==> src/rtl/cache_pkg.sv <==
// cache_pkg: shared FSM state type and geometry helpers for the read-only set-associative cache.
// Revision 1.0
`default_nettype none

package cache_pkg;

  typedef enum logic [1:0] {
    S_IDLE = 2'd0,
    S_REQ  = 2'd1,
    S_FILL = 2'd2
  } cache_state_t;

  function automatic int tag_width(input int addr_width, input int set_bits);
    return addr_width - set_bits;
  endfunction

  function automatic int num_sets(input int set_bits);
    return 1 << set_bits;
  endfunction

  // A single-way cache still needs a 1-bit way index to keep vectors legal.
  function automatic int way_width(input int ways);
    return (ways > 1) ? $clog2(ways) : 1;
  endfunction

endpackage

`default_nettype wire

==> src/rtl/cache_victim_sel.sv <==
// cache_victim_sel: picks the lowest invalid way, else the round-robin way (and flags the pointer use).
// Revision 1.0
`default_nettype none

module cache_victim_sel #(
  parameter int WAYS  = 2,
  parameter int WAY_W = 1
) (
  input  logic [WAYS-1:0]  valid_vec,
  input  logic [WAY_W-1:0] rr_ptr,
  output logic [WAY_W-1:0] victim,
  output logic             use_rr
);

  // Scanning downward leaves the lowest-index invalid way as the final pick.
  always_comb begin
    victim = rr_ptr;
    use_rr = 1'b1;
    for (int w = WAYS - 1; w >= 0; w--) begin
      if (!valid_vec[w]) begin
        victim = WAY_W'(w);
        use_rr = 1'b0;
      end
    end
  end

endmodule

`default_nettype wire

==> src/rtl/cache_set_assoc_ro.sv <==
// cache_set_assoc_ro: read-only WAYS-way set-associative cache with zero-cycle hits and a single outstanding miss.
// Revision 1.0
`default_nettype none

module cache_set_assoc_ro
  import cache_pkg::*;
#(
  parameter int DWIDTH     = 20,
  parameter int ADDR_WIDTH = 16,
  parameter int SET_BITS   = 4,
  parameter int WAYS       = 2,
  parameter int CNT_WIDTH  = 32
) (
  input  logic                  clk,
  input  logic                  rst,
  input  logic                  addr_in_valid,
  input  logic [ADDR_WIDTH-1:0] addr_in,
  output logic                  addr_in_ready,
  output logic [DWIDTH-1:0]     data_out,
  output logic                  addr_out_valid,
  output logic [ADDR_WIDTH-1:0] addr_out,
  input  logic                  addr_out_ready,
  input  logic                  data_in_valid,
  input  logic [DWIDTH-1:0]     data_in,
  input  logic                  flush,
  output logic [CNT_WIDTH-1:0]  hit_count,
  output logic [CNT_WIDTH-1:0]  miss_count
);

  localparam int SETS  = num_sets(SET_BITS);
  localparam int TAG_W = tag_width(ADDR_WIDTH, SET_BITS);
  localparam int WAY_W = way_width(WAYS);

  cache_state_t state, state_nxt;

  logic [ADDR_WIDTH-1:0] req_addr;
  logic                  flush_pend;
  logic [WAYS-1:0]       valid_q  [SETS];
  logic [WAY_W-1:0]      rr_ptr   [SETS];
  logic [TAG_W-1:0]      tag_mem  [SETS][WAYS];
  logic [DWIDTH-1:0]     data_mem [SETS][WAYS];

  logic [SET_BITS-1:0] set_idx;
  logic [TAG_W-1:0]    tag;
  logic [SET_BITS-1:0] fill_set;
  logic [TAG_W-1:0]    fill_tag;

  logic              hit;
  logic [WAY_W-1:0]  hit_way;
  logic [DWIDTH-1:0] hit_data;
  logic [WAY_W-1:0]  victim;
  logic              use_rr;
  logic [WAY_W-1:0]  rr_next;

  logic flush_now;
  logic do_hit;
  logic do_miss;
  logic do_flush;
  logic do_fill;

  assign set_idx  = addr_in[SET_BITS-1:0];
  assign tag      = addr_in[ADDR_WIDTH-1:SET_BITS];
  assign fill_set = req_addr[SET_BITS-1:0];
  assign fill_tag = req_addr[ADDR_WIDTH-1:SET_BITS];

  always_comb begin
    hit     = 1'b0;
    hit_way = '0;
    for (int w = 0; w < WAYS; w++) begin
      if (valid_q[set_idx][w] && (tag_mem[set_idx][w] == tag)) begin
        hit     = 1'b1;
        hit_way = WAY_W'(w);
      end
    end
  end

  assign hit_data = data_mem[set_idx][hit_way];

  cache_victim_sel #(
    .WAYS  (WAYS),
    .WAY_W (WAY_W)
  ) u_victim_sel (
    .valid_vec (valid_q[fill_set]),
    .rr_ptr    (rr_ptr[fill_set]),
    .victim    (victim),
    .use_rr    (use_rr)
  );

  assign rr_next = (rr_ptr[fill_set] == WAY_W'(WAYS - 1)) ? '0 : rr_ptr[fill_set] + 1'b1;

  // A pending flush behaves exactly like a fresh one once back in S_IDLE, so it also blocks that cycle's request.
  assign flush_now = flush | flush_pend;
  assign do_flush  = (state == S_IDLE) && flush_now;
  assign do_hit    = (state == S_IDLE) && !flush_now && addr_in_valid && hit;
  assign do_miss   = (state == S_IDLE) && !flush_now && addr_in_valid && !hit;
  assign do_fill   = (state == S_FILL) && data_in_valid;

  always_ff @(posedge clk or negedge rst) begin
    if (!rst) begin
      state <= S_IDLE;
    end else begin
      state <= state_nxt;
    end
  end

  always_comb begin
    state_nxt = state;
    case (state)
      S_IDLE: if (do_miss) state_nxt = S_REQ;
      S_REQ:  if (addr_out_ready) state_nxt = S_FILL;
      S_FILL: if (data_in_valid) state_nxt = S_IDLE;
      default: state_nxt = S_IDLE;
    endcase
  end

  always_comb begin
    addr_in_ready  = 1'b0;
    data_out       = '0;
    addr_out_valid = 1'b0;
    addr_out       = '0;
    case (state)
      S_IDLE: begin
        if (do_hit) begin
          addr_in_ready = 1'b1;
          data_out      = hit_data;
        end
      end
      S_REQ: begin
        addr_out_valid = 1'b1;
        addr_out       = req_addr;
      end
      S_FILL: begin
        if (data_in_valid) begin
          addr_in_ready = 1'b1;
          data_out      = data_in;
        end
      end
      default: ;
    endcase
  end

  always_ff @(posedge clk or negedge rst) begin
    if (!rst) begin
      req_addr   <= '0;
      flush_pend <= 1'b0;
      hit_count  <= '0;
      miss_count <= '0;
      for (int s = 0; s < SETS; s++) begin
        valid_q[s] <= '0;
        rr_ptr[s]  <= '0;
      end
    end else begin
      if (do_miss) req_addr <= addr_in;

      if (do_flush) begin
        flush_pend <= 1'b0;
      end else if (flush && (state != S_IDLE)) begin
        flush_pend <= 1'b1;
      end

      if (do_flush) begin
        for (int s = 0; s < SETS; s++) begin
          valid_q[s] <= '0;
          rr_ptr[s]  <= '0;
        end
      end else if (do_fill) begin
        valid_q[fill_set][victim] <= 1'b1;
        if (use_rr) rr_ptr[fill_set] <= rr_next;
      end

      if (do_hit && (hit_count != '1)) hit_count <= hit_count + 1'b1;
      if (do_fill && (miss_count != '1)) miss_count <= miss_count + 1'b1;
    end
  end

  // Tag/data storage carries no reset; validity alone qualifies its contents.
  always_ff @(posedge clk) begin
    if (do_fill) begin
      tag_mem[fill_set][victim]  <= fill_tag;
      data_mem[fill_set][victim] <= data_in;
    end
  end

endmodule

`default_nettype wire

==> config.mk <==
export PLATFORM = sky130hd
export DESIGN_NAME = cache_set_assoc_ro
export DESIGN_NICKNAME = d
export VERILOG_FILES = /design/src/rtl/cache_pkg.sv /design/src/rtl/cache_victim_sel.sv /design/src/rtl/cache_set_assoc_ro.sv
export SDC_FILE = /design/constraint.sdc
export NUM_CORES = 1
export LEC_CHECK = 0
export BUFFER_PORTS_ARGS = -buffer_cell sky130_fd_sc_hd__buf_2
export CORE_ASPECT_RATIO = 1.1
export CORE_MARGIN = 3
export CORE_UTILIZATION = 37
export CTS_BUF_LIST = sky130_fd_sc_hd__clkbuf_8
export CTS_CLUSTER_DIAMETER = 60
export DETAILED_ROUTE_END_ITERATION = 8
export PLACE_DENSITY = 0.59
export SLEW_MARGIN = 5
export SYNTH_ARGS = -nofsm -noshare
export SYNTH_HDL_FRONTEND = slang
export SYNTH_SLANG_ARGS = --single-unit
==> constraint.sdc <==
create_clock -name clk -period 5.6 [get_ports clk]
set_clock_uncertainty 0.2 [all_clocks]
set_input_delay 1.12 -clock clk [delete_from_list [all_inputs] [get_ports clk]]
set_output_delay 1.12 -clock clk [all_outputs]
set_load 0.02 [all_outputs]
After elaboration in Yosys (flattened, before gate mapping)
Memory sizes are Yosys's and may differ from the RTL's.
Cells that the tools add are included.
W data, S select, Z words.
{"block": "op_classes", "add_sub_neg": 3, "multipliers": 0, "n_div": 0, "magnitude_cmp": 8, "n_eq_ne": 9, "n_shift": 0, "n_mux": 53, "bitwise": 6, "reduce_logical": 23}
{"operator": "$mux W20", "count": 6}
{"operator": "$add A32 B1 Y32 const B", "count": 2}
{"operator": "$mux W16", "count": 4}
{"operator": "$mux W32", "count": 2}
{"operator": "$ne A32 B32 Y1 const B", "count": 2}
{"operator": "$mux W40", "count": 1}
{"operator": "$pmux W20 S2", "count": 1}
{"operator": "$or A32 B32 Y32", "count": 1}
{"operator": "$eq A12 B12 Y1", "count": 2}
{"operator": "$mux W24", "count": 1}
{"operator": "$demux W20 S1", "count": 1}
{"operator": "$mux W1", "count": 18}
{"operator": "$bmux W2 S4", "count": 2}
{"operator": "$bwmux W16", "count": 1}
{"operator": "$mux W2", "count": 8}
{"operator": "$logic_and A1 B1 Y1", "count": 14}
{"operator": "$demux W12 S1", "count": 1}
{"operator": "$mux W12", "count": 1}
{"operator": "$ge A5 B5 Y1 const B", "count": 2}
{"operator": "$not A4 Y5", "count": 2}
{"operator": "$demux W2 S4", "count": 1}
{"operator": "$reduce_bool A2 Y1", "count": 4}
{"operator": "$ne A2 B2 Y1 const B", "count": 3}
{"operator": "$pmux W2 S3", "count": 1}
{"operator": "18 further kinds", "count": 21}
{"block": "word_totals", "register_bits": 131, "latchBits": 0, "ram_bits": 1024, "romBits": 0, "inputBits": 42, "output_inout_bits": 102, "n_memories": 2}
{"name": "data_mem", "words": 16, "word_bits": 40, "read_ports": 1, "rd_clocked_by_memory_dff": 0, "wr": 1, "line": "cache_set_assoc_ro.sv:41", "source": "logic [DWIDTH-1:0] data_mem [SETS][WAYS];"}
{"name": "tag_mem", "words": 16, "word_bits": 24, "read_ports": 1, "rd_clocked_by_memory_dff": 0, "wr": 1, "line": "cache_set_assoc_ro.sv:40", "source": "logic [TAG_W-1:0] tag_mem [SETS][WAYS];"}

Longest topological paths before layout
{"block": "depth", "ltp_word": 15, "depth_mapped": 14}

Modules after synthesis
From an unflattened synthesis, not the netlist that was laid out.
{"block": "hier_totals", "hier_cells": 2297, "hier_area_um2": 46032.9}
{"mod": "cache_set_assoc_ro", "instances": 1, "cells_each": 2294, "area_each_um2": 46015.4, "seq_area_each_um2": 34027.6}
{"mod": "cache_victim_sel", "instances": 1, "cells_each": 3, "area_each_um2": 17.5, "seq_area_each_um2": 0.0}

Worst setup path after synthesis
No wires, ideal clock.
{"block": "synth_path", "path_type": "input port to output port", "from": "input port addr_in[0]", "to": "output port data_out[10]", "t_arrival_ps": 3942, "setup_slack_ps": 338, "cell_stages": 11, "path_buffers": 7, "cell_sequence": "buf_6 buf_6 buf_6 buf_6 buf_2 buf_2 buf_1 mux4_2 mux4_2 mux2i_1 o21ai_1"}
{"block": "synth_via", "elab_chain_len": 12, "elab_cells_between_ends": 20}
{"element": "start: declaration", "line": "cache_set_assoc_ro.sv:17", "source": "input logic [ADDR_WIDTH-1:0] addr_in,"}
{"element": "branches (longest 10 deep; another with $mem_v2 Z16 W24)"}
{"element": "$mux W20 (*)", "line": "cache_set_assoc_ro.sv:123", "source": "if (do_hit) begin"}
{"element": "$pmux W20 S2 (*)", "line": "cache_set_assoc_ro.sv:121", "source": "case (state)"}
{"element": "end: declaration", "line": "cache_set_assoc_ro.sv:19", "source": "output logic [DWIDTH-1:0] data_out,"}
Mark *: on every way between the ends. The select of a mux whose other input is x is not followed.

Final worst setup path
{"block": "layout_path", "from": "input port addr_in[2]", "to": "output port data_out[11]"}
The elaborated chain is that of the path after synthesis.

==> run metrics <==
status=finished clean; I/O pins=144; Pre-Repair DR Iteration Count=7; drc violations=0; Tcrit/Tclk final=99.3%; number of synthesized flops with an enable pin=1024; Avg Vias per Cell=5.47; Final ANT Viol Nets=0; Worst Tran Pin Value=1.30 ns; Seq/Total Area, Yosys=73.6%; CP peak stage delay=0.56 ns; CP Max Fanout=20; Post-Syn Area=0.0462 sq mm; number of I/O port buffers=143; Inserted Clock Buffers=183; synthesized instance count=2334; grt ovf=0; async set or reset register ratio after synthesis=11.3%; syn avg cell area=19.8 sq um; Post-Route WL=122000 um; Req. time, crit path=4.28 ns; WL/cell=27.2 um; Die ar.=0.129 sq mm; Slew headroom=13.5%; number of hold buffers added after CTS=0; share of the synthesized area in the top cell type=66.5%; Slew Viols, Final=0; Setup crit start kind=input port; HPWL Detailed=70100 um; total core area=0.124 sq mm; #FFs+latches synth=1155; RSZ-0062 raised after global routing=yes; Yosys top cell by area=edfxtp_1; WP buf/inv=7; global-route wire length before repair=178000 um; Clock Latency Late Sink=0.89 ns; ys flop type=edfxtp_1; Critical Path AT=4.24 ns; Clock Sink Count=1155; GRT Util Overall=19.0%; CP Class=in -> out; Clock Tree Root=clkbuf_8; Final Hold Viols=0; Pwr Density=356 mW/mm^2; Util after Layout=43.9%; most area-consuming cells after synthesis=edfxtp_1, mux4_2, dfrtp_1; num rows=135; IR drop worst, VDD=0.253 mV; Die W=343 um; Fin Hold WS=0.0776 ns; yosys warns=0; gpl congestion=0.819; total power=19.3 mW; clock slew at reported path FFs=0.06 ns; min Tclk post-route=5.56 ns; CTS tree=done; Setup-failing EPs final=0; Netlist cell types=55; Initial Utilization=37.4%; Clock H-tree levels=4; area grow syn2layout=17.6%; initial antenna violation count=8; Die Height=377 um; fmax=180 MHz; Final #Nets=2738; syn nets=2378; vias post-DR=24577; max-cap violation count=0; critical path endpoint category=primary output; pin count of the biggest net entering global routing=85; CP top delay family=buffers and inverters; Worst path slowest cell=mux4_2; CTS max path bufs=3; CP cell instances=buf_12 -> buf_12 -> buf_6 -> mux4_2 -> o22ai_2 -> a21oi_1 -> xnor2_1 -> nand2_1 -> nor4b_4 -> buf_6 -> buf_16 -> buf_8 -> mux2i_4 -> o21ai_1 -> buf_2; leak pwr=18.4 nW; drt initial violations=2148; layout cells sized above 1=33.6%; number of global-route vias before repair=25202; Hold Crit Class=in -> async
[metrics by stage]
step                instance area [sq um]  std cells  worst slack [ns]  setup TNS (ns)
floorplan                           46200       2334             0.338               0
finish                              54300       4497            0.0384               0
detailed placement                  50100       4132            -0.407           -4.57
global route                        54300       4496            -0.126           -1.55
CTS                                 54000       4479           -0.0182         -0.0185
global placement                    50100       4132            -0.371           -3.79
[layout by cell type (no fill, tap or decap), types with 50 or more instances in the layout]
master,instances
edfxtp_1,1024
mux4_2,299
clkbuf_8,195
buf_2,136
dfrtp_1,131
nor2_1,118
buf_4,105
nand2_1,90
mux2i_1,81
inv_1,56
xor2_1,55
clkinv_1,50
[kinds of logic (layout without fill, tap and decap cells)]
| logic type | count (synthesis) | count (layout) | share of synthesized area (%) |
|---|---|---|---|
| fa+ha+maj | 2 | 2 | 0.0541 |
| simple gates | 440 | 440 | 4.65 |
| flops | 1155 | 1155 | 73.6 |
| compound gates | 87 | 87 | 1.23 |
| xor+xnor | 95 | 95 | 1.80 |
| mux | 419 | 419 | 17.2 |
| other cells | 0 | 4 | 0 |
| buf+inv | 136 | 651 | 1.39 |
[worst register-to-register path: stages, from the launching register on]
cell and delay, ns:
dfrtp_1 1.14, mux4_2 0.64, mux4_2 0.51, a21boi_1 0.27, nand2_1 0.10, buf_4 0.32
nor2_4 0.59, buf_4 0.43
[registers in the layout (all words and copies together), names as in the netlist]
register    count
data_mem      640
req_addr       16
tag_mem       384
miss_count     32
state           2
hit_count      32
valid_q        32
rr_ptr         16
flush_pend      1
[final cells by class]
cell class	instances	area (sq um)
clock buffer	194	2670
antenna	4	10.0
fill	10661	69300
sequential	1155	34000
tap	1644	2060
inverter	13	48.8
timing repair buffer	298	2510
clock inverter	146	952
multi-input combinational	1043	12100
[worst paths after layout]
check	to	slack, ns	cells after the start	from
min in group clk	state[0]$_DFFE_PN0P_	0.24	2	addr_out_ready
min reg2reg	hit_count[19]$_DFFE_PN0P_	0.28	1	hit_count[19]$_DFFE_PN0P_
min	miss_count[18]$_DFFE_PN0P_	0.08	1	rst
max in group asynchronous	miss_count[4]$_DFFE_PN0P_	3.75	2	rst
max	data_out[11]	0.04	15	addr_in[2]
max reg2reg	data_mem[3][19]$_DFFE_PP_	1.07	7	req_addr[0]$_DFFE_PN0P_
[cell usage after synthesis, drive strengths merged, types with 2 or more instances]
library cell  number
edfxtp          1024
mux4             299
nor2             152
dfrtp            131
mux2i             97
nand2             91
buf               62
clkbuf            61
xor2              56
nor3              46
xnor2             39
nand3             34
o21ai             27
mux2              23
a21oi             22
and2              19
nand4             19
nor4              18
and3              14
inv               13
nand2b            11
nor2b             11
a22oi              8
nor4b              7
a221oi             6
a22o               5
or2                5
or3                5
o22ai              4
nor3b              3
or4                3
and4               2
ha                 2
o21bai             2
[per-layer routing]
layer  track usage (%)  up-vias  part of all wire (%)
met5                 0        -                     0
met4              6.40        0                   2.8
met3              3.39      196                   5.7
met1              25.1    13278                    41
li1                  -    10204                     -
met2              31.7      899                    51
[report_power, final]
part	switching (mW)	total [mW]	internal, mW
Sequential	0.614	10.6	9.98
Clock	3.39	7.09	3.70
Combinational	0.998	1.65	0.653
Total	5.00	19.3	14.3
[timing repair]
item | 4_1_cts | 5_1_grt
hold endpoints to repair | 0 | 0
gates cloned | 3 | 2
resized for setup | 43 | 34
setup buffers | 4 | 13
setup endpoints to repair | 20 | 20
pin swaps | 6 | 12
No activity file was read; power rests on OpenSTA's default activity.
